$ cat src/rtl/decoder_scan.sv
// Registered N-to-2^N line decoder with enable, output polarity and prescaled auto-scan.
// Latency 1 cycle from inputs to line/cur_sel/wrap; no backpressure, outputs update on every edge.
module decoder_scan #(
    parameter int SEL_W      = 2,
    localparam int OUT_W     = 2 ** SEL_W,
    parameter int N_LINES    = 2 ** SEL_W,
    parameter int DIV        = 4,
    parameter bit ACTIVE_LOW = 1'b0
) (
    input  logic             clk,
    input  logic             rst,
    input  logic             en,
    input  logic             mode,
    input  logic [SEL_W-1:0] sel,
    output logic [OUT_W-1:0] line,
    output logic [SEL_W-1:0] cur_sel,
    output logic             wrap
);

    localparam int PRE_W = (DIV > 1) ? $clog2(DIV) : 1;

    localparam logic [PRE_W-1:0] PRE_MAX  = PRE_W'(DIV - 1);
    localparam logic [SEL_W-1:0] LAST_SEL = SEL_W'(N_LINES - 1);
    localparam logic [OUT_W-1:0] IDLE     = {OUT_W{ACTIVE_LOW}};

    logic [OUT_W-1:0] line_q,    line_d;
    logic [SEL_W-1:0] cur_sel_q, cur_sel_d;
    logic [PRE_W-1:0] pre_q,     pre_d;
    logic             wrap_q,    wrap_d;
    logic             step;

    function automatic logic [OUT_W-1:0] onehot(input logic [SEL_W-1:0] k);
        onehot = OUT_W'(1) << k;
    endfunction

    assign step = (pre_q == PRE_MAX);

    always_comb begin
        cur_sel_d = cur_sel_q;
        pre_d     = pre_q;
        wrap_d    = 1'b0;
        line_d    = IDLE;

        if (!en) begin
            // lines go idle, counters freeze so the scan resumes where it left off
            cur_sel_d = cur_sel_q;
        end else if (!mode) begin
            cur_sel_d = sel;
            pre_d     = '0;
            line_d    = onehot(sel) ^ IDLE;
        end else begin
            pre_d = step ? '0 : pre_q + 1'b1;
            if (cur_sel_q > LAST_SEL) begin
                // a direct-mode select beyond the scan range restarts the scan at line 0
                cur_sel_d = '0;
            end else if (step) begin
                if (cur_sel_q == LAST_SEL) begin
                    cur_sel_d = '0;
                    wrap_d    = 1'b1;
                end else begin
                    cur_sel_d = cur_sel_q + 1'b1;
                end
            end
            line_d = onehot(cur_sel_d) ^ IDLE;
        end
    end

    always_ff @(posedge clk) begin
        if (rst) begin
            line_q    <= IDLE;
            cur_sel_q <= '0;
            pre_q     <= '0;
            wrap_q    <= 1'b0;
        end else begin
            line_q    <= line_d;
            cur_sel_q <= cur_sel_d;
            pre_q     <= pre_d;
            wrap_q    <= wrap_d;
        end
    end

    assign line    = line_q;
    assign cur_sel = cur_sel_q;
    assign wrap    = wrap_q;

endmodule

$ cat config.mk
export PLATFORM = sky130hd
export DESIGN_NAME = decoder_scan
export DESIGN_NICKNAME = d
export VERILOG_FILES = /design/src/rtl/decoder_scan.sv
export SDC_FILE = /design/constraint.sdc
export NUM_CORES = 1
export LEC_CHECK = 0
export BUFFER_PORTS_ARGS = -buffer_cell sky130_fd_sc_hd__buf_2
export CAP_MARGIN = 40
export CORE_AREA = 2 2 39 41
export DETAILED_ROUTE_END_ITERATION = 10
export DIE_AREA = 0 0 41 43
export PLACE_DENSITY = 0.54
export SETUP_SLACK_MARGIN = 0.3
export SKIP_LAST_GASP = 1
export SYNTH_ARGS = -nofsm -noshare
export SYNTH_HDL_FRONTEND = slang
export SYNTH_SLANG_ARGS = --single-unit
$ cat constraint.sdc
create_clock -name clk -period 1.7 [get_ports clk]
set_input_delay 0.34 -clock clk [delete_from_list [all_inputs] [get_ports clk]]
set_output_delay 0.34 -clock clk [all_outputs]
set_load 0.03 [all_outputs]
==> results.yml, run 1 <==
final_layout:
  seq_area_um2: 190
  antenna_cells: 0
  layout-drive-gt1-share: 0.544
  fillCellCount: 138
  final_cell_mix: "buf_2 (12), dfxtp_1 (5), nand2b_1 (4), nor2_1 (4), buf_4 (4)"
  multi_input_area_um2: 254
  area_delta_synth_final_pct: 49.7
  layout_commonest_cell: "buf_2"
  fin_nets: 66
critical_path:
  r2r_cells: 4
  endpoint_kind: "flop"
  critPathKind: "flop to flop"
  crit_slowest_cell: "or3b_4"
  crit_path_cell_trace: "ha_4 -> or3b_4 -> and3_4 -> o32ai_2"
  reg2reg_to: "cur_sel[0]$_SDFFE_PP0P_"
  critical_path_depth: 4
  reg2reg_from: "cur_sel[1]$_SDFFE_PP0P_"
  cp_top_family: "simple AND/OR/NAND/NOR gates"
  slowest_delay_ns: 0.41
  critPathBufInv: 0
  startpoint_type: "flop"
  arrival_ns: 1.54
  crit_start: "cur_sel[1]$_SDFFE_PP0P_"
  endpoint: "cur_sel[0]$_SDFFE_PP0P_"
  rrSetupSlack_ns: 0.32
  crit_path_max_fanout: 2
  worst_ep_required_time_ns: 1.86
clock_tree:
  cts_made_buffers: 3
  cts_max_path_buffers: 2
  clock_sinks: 9
  root_buffer: "clkbuf_4"
  insertion_delay_ns: 0.26
  htree_levels: 1
  path_clk_slew_ns: 0.06
  hold_buffers: 0
  tritoncts: "yes"
outcome:
  outcome: "finished, final reports clean"
placed_design:
  numPortBuffers: 12
  dp_hpwl_um: 537
  gp_congestion: 0.726
logic_synthesis:
  synth_seq_cells: 9
  synth_cells: 37
  synthesis.nets: 45
  synth-seq-area-share: 0.465
  syn_area_um2: 388
  ys_warn_count: 0
  syn_avg_cell_area_um2: 10.5
  synth_cell_type_count: 17
global_routing:
  grt_pass1_vias: 337
  grt_pass1_wl_um: 1350
  antenna_found_initial: 0
  grt_max_degree: 9
  grt-ovfl-total: 0
  track_usage: 0.122
min_path:
  min_path_type: "input pin to flop"
floorplan:
  dieWidth_um: 41
  die_area_um2: 1760
  rows: 14
  core_um2: 1380
  initial_core_util: 0.280
  die_h_um: 43
  io_pins: 13
routing:
  via_per_inst: 4.79
  drc: 0
  num_vias: 350
  drt_iter0_drc: 2
  firstDrtPassIters: 2
  wl_um: 800
  wire_per_inst_um: 11.0
  antenna_left: 0
timing:
  max_freq_mhz: 726
  slew_headroom: 0.749
  tightest_slew_ns: 0.376
  fin_worst_skew_ns: 0.00265
  setup_viol: 0
  fin_crit_ns: 1.38
  hold_viol: 0
  maxSlewViolCount: 0
  rsz0062_at_grt: "true"
  fin_setup_tns_ns: 0
  min_period_over_period: 0.810
power_and_ir_drop:
  power_mw: 0.463
  vdd_drop_max_mv: 0.438
  p_leak_nw: 0.249
  power.density_nw_per_um2: 798
flow_run:
  maxCapViolations: 0
-- where the power goes --
part           switching, mW  leakage [nW]  internal, mW
Clock                 0.0694        0.0150        0.0901
Combinational         0.0444         0.158        0.0339
Sequential           0.00643        0.0756         0.219
-- cell usage after synthesis --
library cell  count  area (µm²)
dfxtp_1           9         180
nand2b_1          4        25.0
nor2_1            4        15.0
nor3b_1           3        22.5
a21oi_1           2        10.0
ha_1              2        25.0
mux2i_1           2        20.0
nand3_1           2        10.0
a21o_1            1        7.51
a31oi_1           1        6.26
and3_1            1        6.26
and3_4            1        11.3
nor2b_1           1        6.26
nor3_1            1        5.00
nor4_2            1        12.5
o32ai_2           1        16.3
or3b_1            1        8.76
-- what timing repair did --
item | CTS | global route
resized for setup | 6 | 2
pin swaps | 3 | 1
buffers inserted | 2 | 2
endpoints found under the setup margin | 5 | 4
-- stage by stage --
stage | area [µm²] | setup slack [ns] | utilization | std cells | hold WS [ns]
2_1_floorplan | 408 | 0.303 | - | 37 | 0.409
3_3_place_gp | 488 | 0.245 | 0.353 | 65 | 0.468
3_5_place_dp | 488 | 0.221 | 0.353 | 65 | 0.464
4_1_cts | 553 | 0.342 | 0.400 | 71 | 0.310
5_1_grt | 581 | 0.281 | 0.420 | 73 | 0.315
6_report | 581 | 0.323 | 0.420 | 73 | 0.330
-- how the worst min path moves through the flow --
| stage | slack (ns) | start | cells past startpoint | end |
|---|---|---|---|---|
| final | 0.33 | rst | 2 | pre_q[1]$_SDFFE_PP0P_ |
| after global routing | 0.31 | rst | 2 | pre_q[1]$_SDFFE_PP0P_ |
| after CTS | 0.31 | rst | 2 | pre_q[1]$_SDFFE_PP0P_ |
| after detailed placement | 0.46 | pre_q[1]$_SDFFE_PP0P_ | 2 | pre_q[1]$_SDFFE_PP0P_ |
| after global placement | 0.47 | pre_q[1]$_SDFFE_PP0P_ | 2 | pre_q[1]$_SDFFE_PP0P_ |
| after floorplan | 0.41 | rst | 1 | pre_q[1]$_SDFFE_PP0P_ |
-- worst register-to-register path, delay by kind of cell, from the launching register on --
| family | cells | cell delay, ns |
|---|---|---|
| AO/OA/AOI/OAI | 1 | 0.20 |
| AND/OR/NAND/NOR | 2 | 0.58 |
| adder cells (fa/ha/maj) | 1 | 0.15 |
| flip-flops | 1 | 0.35 |
-- per-layer routing --
metal  part of all wire  routed length (µm)  track usage
met1               0.39                 314        0.119
met2               0.52                 414        0.188
met3              0.089                  71       0.0942
met4                  0                   0       0.0400
met5                  0                   0            0
-- registers in the layout (all words and copies together), names as in the netlist --
| name | flops |
|---|---|
| line | 4 |
| pre_q | 2 |
| cur_sel | 2 |
| wrap | 1 |
-- logic make-up (layout without fill, tap and decap cells) --
kind of cell,Yosys count,after routing,share of synthesized area
AOI/OAI and AO/OA,5,5,0.103
adders and majority gates,2,2,0.0645
buffers and inverters,0,20,0
DFF,9,9,0.465
muxes,2,2,0.0516
and+or+nand+nor,19,19,0.316
-- cell type report --
| class | count | area share |
|---|---|---|
| tap | 16 | 0.0345 |
| clock buffer | 4 | 0.0453 |
| timing repair buffer | 16 | 0.155 |
| sequential | 9 | 0.328 |
| multi-input combinational | 28 | 0.438 |
No activity file was read; power rests on OpenSTA's default activity.
==> run 2, diff against run 1 <==
PLACE_DENSITY = 0.56   (was 0.54)
clock period = 1.2 ns   (was 1.7 ns; I/O delays follow)
==> results.yml, run 2 (same netlist as run 1, synthesis figures left out) <==
outcome:
  violations: "negative setup slack"
  outcome: "complete, but fails checks"
power_and_ir_drop:
  power_mw: 0.703
  power.density_nw_per_um2: 1010
  p_leak_nw: 0.284
  vdd_drop_max_mv: 0.554
final_layout:
  layout-drive-gt1-share: 0.700
  fillCellCount: 126
  final_cell_mix: "buf_6 (11), dfxtp_2 (7), buf_2 (5)"
  postLayoutCoreUtil: 0.505
  layout_commonest_cell: "buf_6"
  largest_reg_flops: 4
  fin_nets: 69
  area_delta_synth_final_pct: 80.0
  multi_input_area_um2: 284
  seq_area_um2: 196
  antenna_cells: 0
timing:
  maxSlewViolCount: 0
  hold_viol: 0
  setup_viol: 6
  fin_worst_skew_ns: 0.00736
  slew_headroom: 0.824
  rsz0062_at_grt: "true"
  tightest_slew_ns: 0.264
  min_period_over_period: 1.11
  fin_crit_ns: 1.34
  fin_ws_ns: -0.136
  max_freq_mhz: 748
routing:
  firstDrtPassIters: 2
  wl_um: 892
  antenna_left: 0
  drc: 0
  via_per_inst: 4.82
  wire_per_inst_um: 11.7
  drt_iter0_drc: 4
  num_vias: 366
min_path:
  min_path_type: "input pin to flop"
floorplan:
  io_pins: 13
  rows: 14
  initial_core_util: 0.280
  core_um2: 1380
  dieWidth_um: 41
  die_h_um: 43
  die_area_um2: 1760
placed_design:
  numPortBuffers: 12
  dp_hpwl_um: 627
  gp_congestion: 0.737
clock_tree:
  path_clk_slew_ns: 0.06
  htree_levels: 1
  cts_max_path_buffers: 2
  clock_sinks: 9
  cts_made_buffers: 3
  insertion_delay_ns: 0.26
  root_buffer: "clkbuf_4"
  tritoncts: "yes"
critical_path:
  crit_slowest_cell: "or3b_4"
  endpoint_kind: "flop"
  arrival_ns: 1.51
  crit_path_cell_trace: "ha_4 -> or3b_4 -> and3_4 -> o32ai_2"
  slowest_delay_ns: 0.40
  startpoint_type: "flop"
  worst_ep_required_time_ns: 1.37
  critPathKind: "flop to flop"
  crit_path_max_fanout: 3
global_routing:
  grt_max_degree: 9
  grt_pass1_wl_um: 1480
  grt-ovfl-total: 0
  track_usage: 0.132
  grt_pass1_vias: 365
  antenna_found_initial: 0
flow_run:
  maxCapViolations: 0
-- run 2: area by class of cell --
class | count | share of cell area
clock buffer | 4 | 0.0376
tap | 16 | 0.0287
multi-input combinational | 28 | 0.407
sequential | 9 | 0.281
timing repair buffer | 19 | 0.246
-- run 2: per-stage QoR --
stage / hold slack [ns] / worst slack (ns) / cells / instance area, µm² / TNS, ns
after global placement: 0.466 / -0.131 / 71 / 539 / -0.659
after floorplan: 0.309 / -0.136 / 37 / 414 / -0.501
after CTS: 0.205 / -0.139 / 75 / 657 / -0.670
after detailed placement: 0.473 / -0.144 / 71 / 539 / -0.685
final: 0.220 / -0.136 / 76 / 698 / -0.499
after global routing: 0.222 / -0.165 / 76 / 698 / -0.695
-- run 2: worst max-delay path: cells and delay by family (launching register included) --
family | cells | cell delay, ns
and+or+nand+nor | 2 | 0.57
DFF | 1 | 0.35
AOI/OAI and AO/OA | 1 | 0.17
adders and majority gates | 1 | 0.15
-- run 2: repair_timing --
| item | CTS | global route |
|---|---|---|
| resized for setup | 28 | 6 |
| hold buffers | 0 | 0 |
| hold endpoints to repair | 0 | 0 |
| setup buffers | 0 | 1 |
| pin swaps | 5 | 6 |
| endpoints found under the setup margin | 15 | 15 |
-- run 2: layer usage --
metal	routed length (µm)	global-route usage	vias to the layer above
met5	0	0	-
met1	356	0.139	170
met2	477	0.209	11
met4	0	0.0200	0
li1	-	-	185
met3	58	0.0942	0
-- run 2: report_power, final --
part           total [mW]  leakage [nW]  switching [mW]  internal, mW
combinational       0.149         0.191          0.0739        0.0750
sequential          0.322        0.0780          0.0107         0.311
clock               0.232        0.0150           0.104         0.128
-- run 2: path summary, 6_finish.rpt --
path,from,to,slack (ns),depth (start not counted)
setup / recovery,pre_q[0]$_SDFFE_PP0P_,cur_sel[0]$_SDFFE_PP0P_,-0.14,4
hold / removal,rst,pre_q[1]$_SDFFE_PP0P_,0.22,2
setup reg to reg,pre_q[0]$_SDFFE_PP0P_,cur_sel[0]$_SDFFE_PP0P_,-0.14,4
hold reg to reg,pre_q[1]$_SDFFE_PP0P_,pre_q[1]$_SDFFE_PP0P_,0.49,2
==> run 3, diff against run 2 <==
--- a/config.mk
+++ b/config.mk
@@ -11,5 +11,5 @@
 export DETAILED_ROUTE_END_ITERATION = 10
 export DIE_AREA = 0 0 41 43
-export PLACE_DENSITY = 0.56
+export PLACE_DENSITY = 0.54
 export SETUP_SLACK_MARGIN = 0.3
 export SKIP_LAST_GASP = 1
==> constraint.sdc (replaced) <==
create_clock -name clk -period 1.7 [get_ports clk]
set_input_delay 0.34 -clock clk [delete_from_list [all_inputs] [get_ports clk]]
set_output_delay 0.34 -clock clk [all_outputs]
set_load 0.005 [all_outputs]
==> results.yml, run 3 (same netlist as run 1, synthesis figures left out) <==
outcome:
  outcome: "finished, final reports clean"
floorplan:
  dieWidth_um: 41
  io_pins: 13
  die_area_um2: 1760
  core_um2: 1380
  initial_core_util: 0.280
  rows: 14
  die_h_um: 43
placed_design:
  dp_hpwl_um: 551
  post-place-ws_ns: 0.227
  numPortBuffers: 12
  gp_congestion: 0.695
  placedInstanceArea_um2: 470
timing:
  slew_headroom: 0.782
  fin_setup_tns_ns: 0
  hold_viol: 0
  fin_ws_ns: 0.284
  tightest_slew_ns: 0.325
  rsz0062_at_grt: "true"
  setup_viol: 0
  maxSlewViolCount: 0
  fin_crit_ns: 1.42
  fin_worst_skew_ns: 0.00400
  max_freq_mhz: 706
  min_period_over_period: 0.833
final_layout:
  fillCellCount: 137
  layout_commonest_cell: "buf_2"
  final_cell_mix: "buf_2 (12), dfxtp_1 (5)"
  multi_input_area_um2: 238
  fin_nets: 66
  final_area_um2: 559
  largest_reg_flops: 4
  layout-drive-gt1-share: 0.526
  postLayoutCoreUtil: 0.404
  area_delta_synth_final_pct: 44.2
  seq_area_um2: 185
  antenna_cells: 0
critical_path:
  worst_ep_required_time_ns: 1.86
  critPathBufInv: 0
  crit_path_max_fanout: 2
  crit_path_cell_trace: "ha_2 -> or3b_4 -> and3_4 -> o32ai_2"
  cp_top_family: "simple AND/OR/NAND/NOR gates"
  startpoint_type: "flop"
  endpoint_kind: "flop"
  critPathKind: "flop to flop"
  arrival_ns: 1.58
  slowest_delay_ns: 0.37
  crit_slowest_cell: "or3b_4"
routing:
  num_vias: 335
  wire_per_inst_um: 10.5
  via_per_inst: 4.59
  antenna_left: 0
  drc: 0
  drt_iter0_drc: 6
  firstDrtPassIters: 4
  wl_um: 765
clock_tree:
  root_buffer: "clkbuf_4"
  cts_made_buffers: 3
  htree_levels: 1
  cts_max_path_buffers: 2
  path_clk_slew_ns: 0.06
  insertion_delay_ns: 0.25
  clock_sinks: 9
  hold_buffers: 0
  tritoncts: "yes"
power_and_ir_drop:
  p_leak_nw: 0.247
  power_mw: 0.451
  power.density_nw_per_um2: 806
  vdd_drop_max_mv: 0.552
global_routing:
  grt_pass1_vias: 283
  grt_pass1_wl_um: 1160
  grt_max_degree: 9
  antenna_found_initial: 0
  track_usage: 0.104
  grt-ovfl-total: 0
flow_run:
  maxCapViolations: 0
min_path:
  min_path_type: "input pin to flop"
run 3: changes by cell type in the layout (fill, tap and decap cells not counted), moves of 2 or more:
cell	change
buf_6	-11
buf_2	+7
dfxtp_1	+5
dfxtp_2	-3
dfxtp_4	-2
nor3b_1	+2
nor3b_2	-2
run 3: metrics by stage:
step,hold slack [ns],cells
4_1_cts,0.316,71
3_3_place_gp,0.480,65
5_1_grt,0.313,73
6_report,0.323,73
3_5_place_dp,0.475,65
2_1_floorplan,0.409,37
run 3: area by class of cell:
class,count,area share
Clock buffer,4,0.0470
Multi-Input combinational cell,28,0.425
Timing Repair Buffer,16,0.161
Tap cell,16,0.0358
Sequential cell,9,0.331
run 3: per-layer routing:
metal / vias up / routed length (µm) / track usage
li1: 176 / - / -
met1: 143 / 315 / 0.116
met2: 16 / 364 / 0.141
met3: 0 / 85 / 0.0995
met4: 0 / 0 / 0.0200
met5: - / 0 / 0
run 3: path summary, 6_finish.rpt:
| check | from | endpoint | slack [ns] | cells after the start |
|---|---|---|---|---|
| worst min-delay path | rst | pre_q[1]$_SDFFE_PP0P_ | 0.32 | 2 |
| worst max-delay path | cur_sel[0]$_SDFFE_PP0P_ | cur_sel[0]$_SDFFE_PP0P_ | 0.28 | 4 |
| worst max register to register | cur_sel[0]$_SDFFE_PP0P_ | cur_sel[0]$_SDFFE_PP0P_ | 0.28 | 4 |
| worst min register to register | pre_q[1]$_SDFFE_PP0P_ | pre_q[1]$_SDFFE_PP0P_ | 0.49 | 2 |
run 3: what timing repair did:
item | 4_1_cts | 5_1_grt
gates cloned | 0 | 0
setup endpoints to repair | 5 | 5
buffers inserted | 2 | 2
pin swaps | 1 | 1
resized for setup | 5 | 4
run 3: power breakdown:
part | internal (mW) | total (mW) | switching [mW] | leakage, nW
Clock | 0.0901 | 0.160 | 0.0696 | 0.0150
Sequential | 0.221 | 0.225 | 0.00457 | 0.0750
Combinational | 0.0329 | 0.0659 | 0.0330 | 0.157
run 3: worst reg2reg max path: cells and delay by family, from the launching register on:
family,cells,cell delay (ns)
AND/OR/NAND/NOR,2,0.56
flip-flops,1,0.32
AO/OA/AOI/OAI,1,0.25
adder cells (fa/ha/maj),1,0.18
